## config.mk

```make
export PLATFORM = sky130hd
export DESIGN_NAME = rf_read_arbiter_flat
export DESIGN_NICKNAME = d
export VERILOG_FILES = /design/src/rtl/rf_read_arbiter_if.sv /design/src/rtl/rf_read_arbiter.sv /design/src/flat_wrapper.sv
export SDC_FILE = /design/constraint.sdc
export NUM_CORES = 1
export LEC_CHECK = 0
export CAP_MARGIN = 20
export CORE_AREA = 2 2 82 84
export CTS_BUF_LIST = sky130_fd_sc_hd__clkbuf_16
export DETAILED_ROUTE_END_ITERATION = 8
export DIE_AREA = 0 0 84 86
export PLACE_DENSITY = 0.85
export SLEW_MARGIN = 20
export SYNTH_ARGS = -nofsm -noshare
export SYNTH_HDL_FRONTEND = slang
export SYNTH_SLANG_ARGS = --single-unit
export TNS_END_PERCENT = 10
```

## constraint.sdc

```tcl
create_clock -name clk -period 10.92 [get_ports clk]
set_clock_uncertainty 0.2 [all_clocks]
set_input_delay 2.184 -clock clk [delete_from_list [all_inputs] [get_ports clk]]
set_output_delay 2.184 -clock clk [all_outputs]
set_load 0.005 [all_outputs]
```

## src/rtl/rf_read_arbiter_if.sv

```systemverilog
// Requester-side bus of the register-file read arbiter: request handshake
// (valid/ready plus register IDs and lock) and the registered response.
// The master modport is the requester side, slave is the arbiter side.
interface rf_read_arbiter_if #(
    parameter int NUM_REQ  = 4,
    parameter int DATA_W   = 16,
    parameter int REG_ID_W = 4
);
    logic [NUM_REQ-1:0]          ReqValid;
    logic [NUM_REQ-1:0]          ReqLock;
    logic [NUM_REQ*REG_ID_W-1:0] ReqRegA;
    logic [NUM_REQ*REG_ID_W-1:0] ReqRegB;
    logic [NUM_REQ-1:0]          ReqReady;
    logic [NUM_REQ-1:0]          RespValid;
    logic [DATA_W-1:0]           RespDataA;
    logic [DATA_W-1:0]           RespDataB;

    modport master (
        output ReqValid, ReqLock, ReqRegA, ReqRegB,
        input  ReqReady, RespValid, RespDataA, RespDataB
    );

    modport slave (
        input  ReqValid, ReqLock, ReqRegA, ReqRegB,
        output ReqReady, RespValid, RespDataA, RespDataB
    );
endinterface

```

## src/rtl/rf_read_arbiter.sv

```systemverilog
// Register-file read-port arbiter. NUM_REQ requesters share the two RF read
// ports through a round-robin valid/ready handshake. A requester may lock the
// ports for a burst, bounded by MAX_LOCK consecutive grants; after a timeout
// the previous owner is masked for one arbitration if anyone else is waiting.
// Read data is captured one cycle after the grant.
// Optional build macro RF_ARB_FIXED_PRIO0_EN: requester 0 gets absolute
// priority, never locks, and preempts an active lock.
module rf_read_arbiter #(
    parameter int NUM_REQ  = 4,
    parameter int DATA_W   = 16,
    parameter int REG_ID_W = 4,
    parameter int MAX_LOCK = 8
) (
    input  logic                clk,
    input  logic                rst_n,
    rf_read_arbiter_if.slave    req_if,
    output logic [REG_ID_W-1:0] SrcReg1,
    output logic [REG_ID_W-1:0] SrcReg2,
    input  logic [DATA_W-1:0]   SrcData1,
    input  logic [DATA_W-1:0]   SrcData2,
    output logic                Locked
);
    localparam int IDX_W = (NUM_REQ > 1) ? $clog2(NUM_REQ) : 1;
    localparam int CNT_W = $clog2(MAX_LOCK + 1);

    typedef logic [IDX_W-1:0]   idx_t;
    typedef logic [CNT_W-1:0]   cnt_t;
    typedef logic [NUM_REQ-1:0] vec_t;
    typedef enum logic {IDLE = 1'b0, LOCKED = 1'b1} state_t;

    // First set bit of req searching upward from ptr, wrapping at NUM_REQ-1.
    function automatic vec_t rr_pick(input vec_t req, input idx_t ptr);
        vec_t pick;
        logic found;
        int   idx;
        pick  = '0;
        found = 1'b0;
        for (int k = 0; k < NUM_REQ; k++) begin
            idx = (int'(ptr) + k) % NUM_REQ;
            if (!found && req[idx_t'(idx)]) begin
                pick[idx_t'(idx)] = 1'b1;
                found             = 1'b1;
            end
        end
        return pick;
    endfunction

    // One-hot to index.
    function automatic idx_t enc(input vec_t v);
        idx_t i;
        i = '0;
        for (int k = 0; k < NUM_REQ; k++) begin
            if (v[k]) i = idx_t'(k);
        end
        return i;
    endfunction

    // Index to one-hot.
    function automatic vec_t dec(input idx_t i);
        vec_t v;
        v    = '0;
        v[i] = 1'b1;
        return v;
    endfunction

    // Successor index with wrap-around.
    function automatic idx_t inc(input idx_t i);
        return (int'(i) == NUM_REQ - 1) ? '0 : idx_t'(int'(i) + 1);
    endfunction

    state_t            state_q, state_d;
    idx_t              ptr_q, ptr_d;
    cnt_t              cnt_q, cnt_d;
    idx_t              owner_q, owner_d;
    logic              mask_q, mask_d;
    logic              locked_q, locked_d;
    vec_t              resp_valid_q, resp_valid_d;
    logic [DATA_W-1:0] resp_a_q, resp_a_d;
    logic [DATA_W-1:0] resp_b_q, resp_b_d;

    vec_t grant;
    vec_t req_eff;
    vec_t others;
    idx_t gnt_idx;
    logic lock_ok;
    logic exit_lock;
    logic preempt;

    // Per-requester register IDs unpacked for the port mux.
    logic [REG_ID_W-1:0] reg_a [NUM_REQ];
    logic [REG_ID_W-1:0] reg_b [NUM_REQ];

    genvar gi;
    generate
        for (gi = 0; gi < NUM_REQ; gi++) begin : g_unpack
            assign reg_a[gi] = req_if.ReqRegA[gi*REG_ID_W +: REG_ID_W];
            assign reg_b[gi] = req_if.ReqRegB[gi*REG_ID_W +: REG_ID_W];
        end
    endgenerate

`ifdef RF_ARB_FIXED_PRIO0_EN
    localparam vec_t REQ0 = vec_t'(1);
    assign preempt = req_if.ReqValid[0];
`else
    assign preempt = 1'b0;
`endif

    // Grant selection and next-state for the IDLE/LOCKED arbiter.
    always_comb begin
        state_d   = state_q;
        ptr_d     = ptr_q;
        cnt_d     = cnt_q;
        owner_d   = owner_q;
        mask_d    = mask_q;
        grant     = '0;
        req_eff   = '0;
        others    = '0;
        gnt_idx   = '0;
        lock_ok   = 1'b0;
        exit_lock = 1'b0;

        case (state_q)
            IDLE: begin
                // The timeout mask only lives for this single arbitration.
                mask_d  = 1'b0;
                others  = req_if.ReqValid & ~dec(owner_q);
                req_eff = (mask_q && (|others)) ? others : req_if.ReqValid;
`ifdef RF_ARB_FIXED_PRIO0_EN
                if (req_if.ReqValid[0]) grant = REQ0;
                else                    grant = rr_pick(req_eff & ~REQ0, ptr_q);
`else
                grant = rr_pick(req_eff, ptr_q);
`endif
                if (|grant) begin
                    gnt_idx = enc(grant);
`ifdef RF_ARB_FIXED_PRIO0_EN
                    // Requester 0 stays outside the rotation.
                    if (gnt_idx != '0) ptr_d = inc(gnt_idx);
                    lock_ok = req_if.ReqLock[gnt_idx] && (gnt_idx != '0);
`else
                    ptr_d   = inc(gnt_idx);
                    lock_ok = req_if.ReqLock[gnt_idx];
`endif
                    if (lock_ok) begin
                        state_d = LOCKED;
                        owner_d = gnt_idx;
                        cnt_d   = cnt_t'(1);
                    end
                end
            end
            default: begin
                if (preempt) begin
                    grant     = vec_t'(1);
                    exit_lock = 1'b1;
                end else if (req_if.ReqValid[owner_q]) begin
                    grant = dec(owner_q);
                    if (cnt_q == cnt_t'(MAX_LOCK - 1)) begin
                        // This grant is the MAX_LOCK-th of the burst.
                        exit_lock = 1'b1;
                        mask_d    = 1'b1;
                    end else if (!req_if.ReqLock[owner_q]) begin
                        exit_lock = 1'b1;
                    end else begin
                        cnt_d = cnt_q + cnt_t'(1);
                    end
                end else begin
                    exit_lock = 1'b1;
                end
                if (exit_lock) begin
                    state_d = IDLE;
                    cnt_d   = '0;
                    ptr_d   = inc(owner_q);
                end
            end
        endcase
    end

    // Response capture: data holds between grants, valid is a one-cycle pulse.
    always_comb begin
        resp_valid_d = grant;
        resp_a_d     = (|grant) ? SrcData1 : resp_a_q;
        resp_b_d     = (|grant) ? SrcData2 : resp_b_q;
        locked_d     = (state_d == LOCKED);
    end

    // Drive the RF read ports from the granted requester, zero when idle.
    always_comb begin
        SrcReg1 = '0;
        SrcReg2 = '0;
        for (int i = 0; i < NUM_REQ; i++) begin
            if (grant[i]) begin
                SrcReg1 = reg_a[i];
                SrcReg2 = reg_b[i];
            end
        end
    end

    // All arbiter and response state.
    always_ff @(posedge clk or negedge rst_n) begin
        if (!rst_n) begin
            state_q      <= IDLE;
            ptr_q        <= '0;
            cnt_q        <= '0;
            owner_q      <= '0;
            mask_q       <= 1'b0;
            locked_q     <= 1'b0;
            resp_valid_q <= '0;
            resp_a_q     <= '0;
            resp_b_q     <= '0;
        end else begin
            state_q      <= state_d;
            ptr_q        <= ptr_d;
            cnt_q        <= cnt_d;
            owner_q      <= owner_d;
            mask_q       <= mask_d;
            locked_q     <= locked_d;
            resp_valid_q <= resp_valid_d;
            resp_a_q     <= resp_a_d;
            resp_b_q     <= resp_b_d;
        end
    end

    assign req_if.ReqReady  = grant;
    assign req_if.RespValid = resp_valid_q;
    assign req_if.RespDataA = resp_a_q;
    assign req_if.RespDataB = resp_b_q;
    assign Locked           = locked_q;

endmodule

```

## src/flat_wrapper.sv

```systemverilog
// flat-port wrapper written by rule: the top's interface ports become plain ports
module rf_read_arbiter_flat 
#(
    parameter int NUM_REQ  = 4,
    parameter int DATA_W   = 16,
    parameter int REG_ID_W = 4,
    parameter int MAX_LOCK = 8
)
  (clk, rst_n, SrcReg1, SrcReg2, SrcData1, SrcData2, Locked, req_if_ReqValid, req_if_ReqLock, req_if_ReqRegA, req_if_ReqRegB, req_if_ReqReady, req_if_RespValid, req_if_RespDataA, req_if_RespDataB);
  rf_read_arbiter_if #(.NUM_REQ(NUM_REQ), .DATA_W(DATA_W), .REG_ID_W(REG_ID_W)) req_if_i ();
  input  logic clk;
  input  logic rst_n;
  output logic [REG_ID_W-1:0] SrcReg1;
  output logic [REG_ID_W-1:0] SrcReg2;
  input  logic [DATA_W-1:0] SrcData1;
  input  logic [DATA_W-1:0] SrcData2;
  output logic Locked;
  input wire logic [$bits(req_if_i.ReqValid)-1:0] req_if_ReqValid;
  input wire logic [$bits(req_if_i.ReqLock)-1:0] req_if_ReqLock;
  input wire logic [$bits(req_if_i.ReqRegA)-1:0] req_if_ReqRegA;
  input wire logic [$bits(req_if_i.ReqRegB)-1:0] req_if_ReqRegB;
  output wire logic [$bits(req_if_i.ReqReady)-1:0] req_if_ReqReady;
  output wire logic [$bits(req_if_i.RespValid)-1:0] req_if_RespValid;
  output wire logic [$bits(req_if_i.RespDataA)-1:0] req_if_RespDataA;
  output wire logic [$bits(req_if_i.RespDataB)-1:0] req_if_RespDataB;
  assign req_if_i.ReqValid = req_if_ReqValid;
  assign req_if_i.ReqLock = req_if_ReqLock;
  assign req_if_i.ReqRegA = req_if_ReqRegA;
  assign req_if_i.ReqRegB = req_if_ReqRegB;
  assign req_if_ReqReady = req_if_i.ReqReady;
  assign req_if_RespValid = req_if_i.RespValid;
  assign req_if_RespDataA = req_if_i.RespDataA;
  assign req_if_RespDataB = req_if_i.RespDataB;
  rf_read_arbiter #(.NUM_REQ(NUM_REQ), .DATA_W(DATA_W), .REG_ID_W(REG_ID_W), .MAX_LOCK(MAX_LOCK)) u_core (.clk(clk), .rst_n(rst_n), .req_if(req_if_i), .SrcReg1(SrcReg1), .SrcReg2(SrcReg2), .SrcData1(SrcData1), .SrcData2(SrcData2), .Locked(Locked));
endmodule
```

==> impl_metrics.toml <==
[floorplanning]
die_x_um = 84
fp-row-count = 29
die_h_um = 86
core_area_um2 = 6280
start_util = 0.457
pin_count = 123
die_area_um2 = 7220

[critical_path]
critical_path_class = "in2out"
cp_data_required_time_ns = 8.54
r2r_cells = 12
crit_arrival_ns = 6.41
reg2reg_slack_ns = 6.38
crit_fanout = 8
start_kind = "input pin"
cp-startpoint = "req_if_ReqValid[0]"
r2r_start = "u_core.owner_q[0]"
crit_end = "SrcReg2[2]"
worst_setup_path_end_kind = "primary output"
r2r-end = "u_core.req_if.RespDataA[7]"

[routing]
first_pass_iters = 4
drc = 0
wl_per_cell_um = 17.6
drt-total-wl_um = 8290
ant_nets = 0
vias_per_cell = 5.95
via_count = 2796
drtIter0Drc = 164

[placement]
dpl.cell_count = 462
io_buffers = 122
routabilityCongestion = 0.886
place_hpwl_um = 6350

[synth]
synth_top_cell_area_share = 0.401
synth_ff_type = "dfrtp_1"
avgSynthCellArea_um2 = 10.5
netlist_instances = 272
syn-cell-area_um2 = 2870
async_reset_ff_frac = 1.00
ys_types = 59
synth_commonest_cells = "dfrtp_1 (46), mux2_1 (32), inv_1 (20)"
syn_nets = 357
yosys-top-cells-area = "dfrtp_1 (40%), mux2_1 (13%), ha_1 (4.8%)"
yosysSeqAreaShare = 0.401
ys_ff_latch = 46
yosysMostFrequentCell = "dfrtp_1"
yosysWarnings = 0
synth_top_area_cell = "dfrtp_1"
synth_edf_count = 0

[clocking]
numCtsBuffers = 5
cts-root-buf = "clkbuf_16"
clkTransAtPathRegs_ns = 0.06
cts_setup_buffers = 0
clk-insertion-delay-late_ns = 0.29
clockBufferDepth = 2
cts_resized = 0
cts_tree = "yes"
hold_buffers = 0
ctsHtreeMaxLevel = 2
cts_sinks = 46

[pwr]
power_density_nw_per_um2 = 336
power_leakage_nw = 1.73
peakVddDrop_mv = 0.242

[grt]
antenna_found_initial = 0
grt_usage = 0.229
grt_pass1_wl_um = 13400
overflow = 0
grt_max_degree = 47
grt_pass1_vias = 2761

[flow_run]
maxCapViolCount = 0

[cells_and_area]
nFillCells = 477
area_growth_pct = 49.8
diodes = 0
stdcell_count = 470
drive_gt1_frac = 0.0636
nets = 477

[min_path]
worst_hold_path_type = "reg2reg"
worstHoldStart = "u_core.req_if.RespDataB[11]"

[sta]
fin_crit_ns = 8.79
fin_crit_sh = 0.805
maxSlewViolCount = 0
slew-limit-headroom = 0.313
timing.fmax_mhz = 114
rsz0062_at_grt = "false"
setup_tns_ns = 0
tightest_slew_ns = 1.02
hold_viol = 0
setup_viol = 0

[outcome]
outcome = "finished clean"
## registers in the layout, summed over array words and instances, names as in the netlist
register                 count
u_core.req_if.RespDataA     16
u_core.req_if.RespDataB     16
u_core.cnt_q                 4
u_core.req_if.RespValid      4
u_core.owner_q               2
u_core.ptr_q                 2
u_core.mask_q                1
u_core.state_q               1
## power by group
part | switching, mW | internal [mW]
combinational | 0.458 | 0.505
clock | 0.0691 | 0.0857
sequential | 0.0680 | 0.257
total | 0.595 | 0.847
## worst max-delay path: stages
cell and delay, ns:
clkdlybuf4s50_1 0.47, nand2b_1 0.15, a21oi_1 0.12, or3_1 0.44, a211o_1 0.36, a2111oi_0 0.53
a2111oi_2 0.15, o31ai_1 0.88, a22oi_1 0.15, a221oi_1 0.40, clkdlybuf4s50_1 0.57
## stage by stage
stage | hold slack, ns | instance area (um2) | setup slack, ns | util | power, mW
final | 0.290 | 4300 | 2.13 | 0.684 | 1.44
after floorplan | 0.289 | 2870 | 3.75 | - | 0.866
after global placement | 0.272 | 4150 | 2.27 | 0.660 | 1.26
after global routing | 0.312 | 4300 | 1.80 | 0.684 | 1.55
after detailed placement | 0.281 | 4150 | 2.19 | 0.660 | 1.29
after CTS | 0.295 | 4290 | 2.19 | 0.684 | 1.45
## area by class of cell
cell class                 count  area (um2)  share of cell area
multi-input combinational    196        1600               0.372
timing repair buffer         123        1230               0.285
sequential                    46        1150               0.268
clock buffer                   5         125              0.0291
tap                           77        96.3              0.0224
inverter                      20        75.1              0.0175
clock inverter                 3        23.8             0.00553
## worst min path at each step
stage,end,depth (start not counted)
6_report,u_core.req_if.RespDataB[11],1
5_1_grt,u_core.req_if.RespDataA[11],1
4_1_cts,u_core.req_if.RespDataA[14],1
3_5_place_dp,u_core.req_if.RespDataA[14],1
3_3_place_gp,u_core.req_if.RespDataA[8],1
2_1_floorplan,u_core.req_if.RespDataA[0],1
## routing by layer
layer	vias up	track usage	wire (um)
li1	1298	-	-
met1	1346	0.276	3290
met2	140	0.419	4320
met3	12	0.0452	572
met4	0	0.0601	108
met5	-	0	0
## placed cells by master (no fill, tap or decap), types with 4 or more instances in the layout
cell type	n
o211ai_1	5
mux2_1	32
nand2_1	7
clkbuf_16	5
inv_1	20
ha_1	11
a22oi_1	11
nor2_1	13
nand3_1	5
o21ai_0	5
nor3_1	13
dfrtp_1	46
a22o_1	4
nand2b_1	7
clkdlybuf4s50_1	121
a31o_2	4
a21oi_1	9
a221oi_1	10
## cell families after synthesis
kind of cell / Yosys count / share of synthesized area
AND/OR/NAND/NOR: 66 / 0.126
flip-flops: 46 / 0.401
AO/OA/AOI/OAI: 84 / 0.236
multiplexers: 35 / 0.145
buffers and inverters: 30 / 0.0436
adder cells (fa/ha/maj): 11 / 0.0480
No activity file was read; power rests on OpenSTA's default activity.
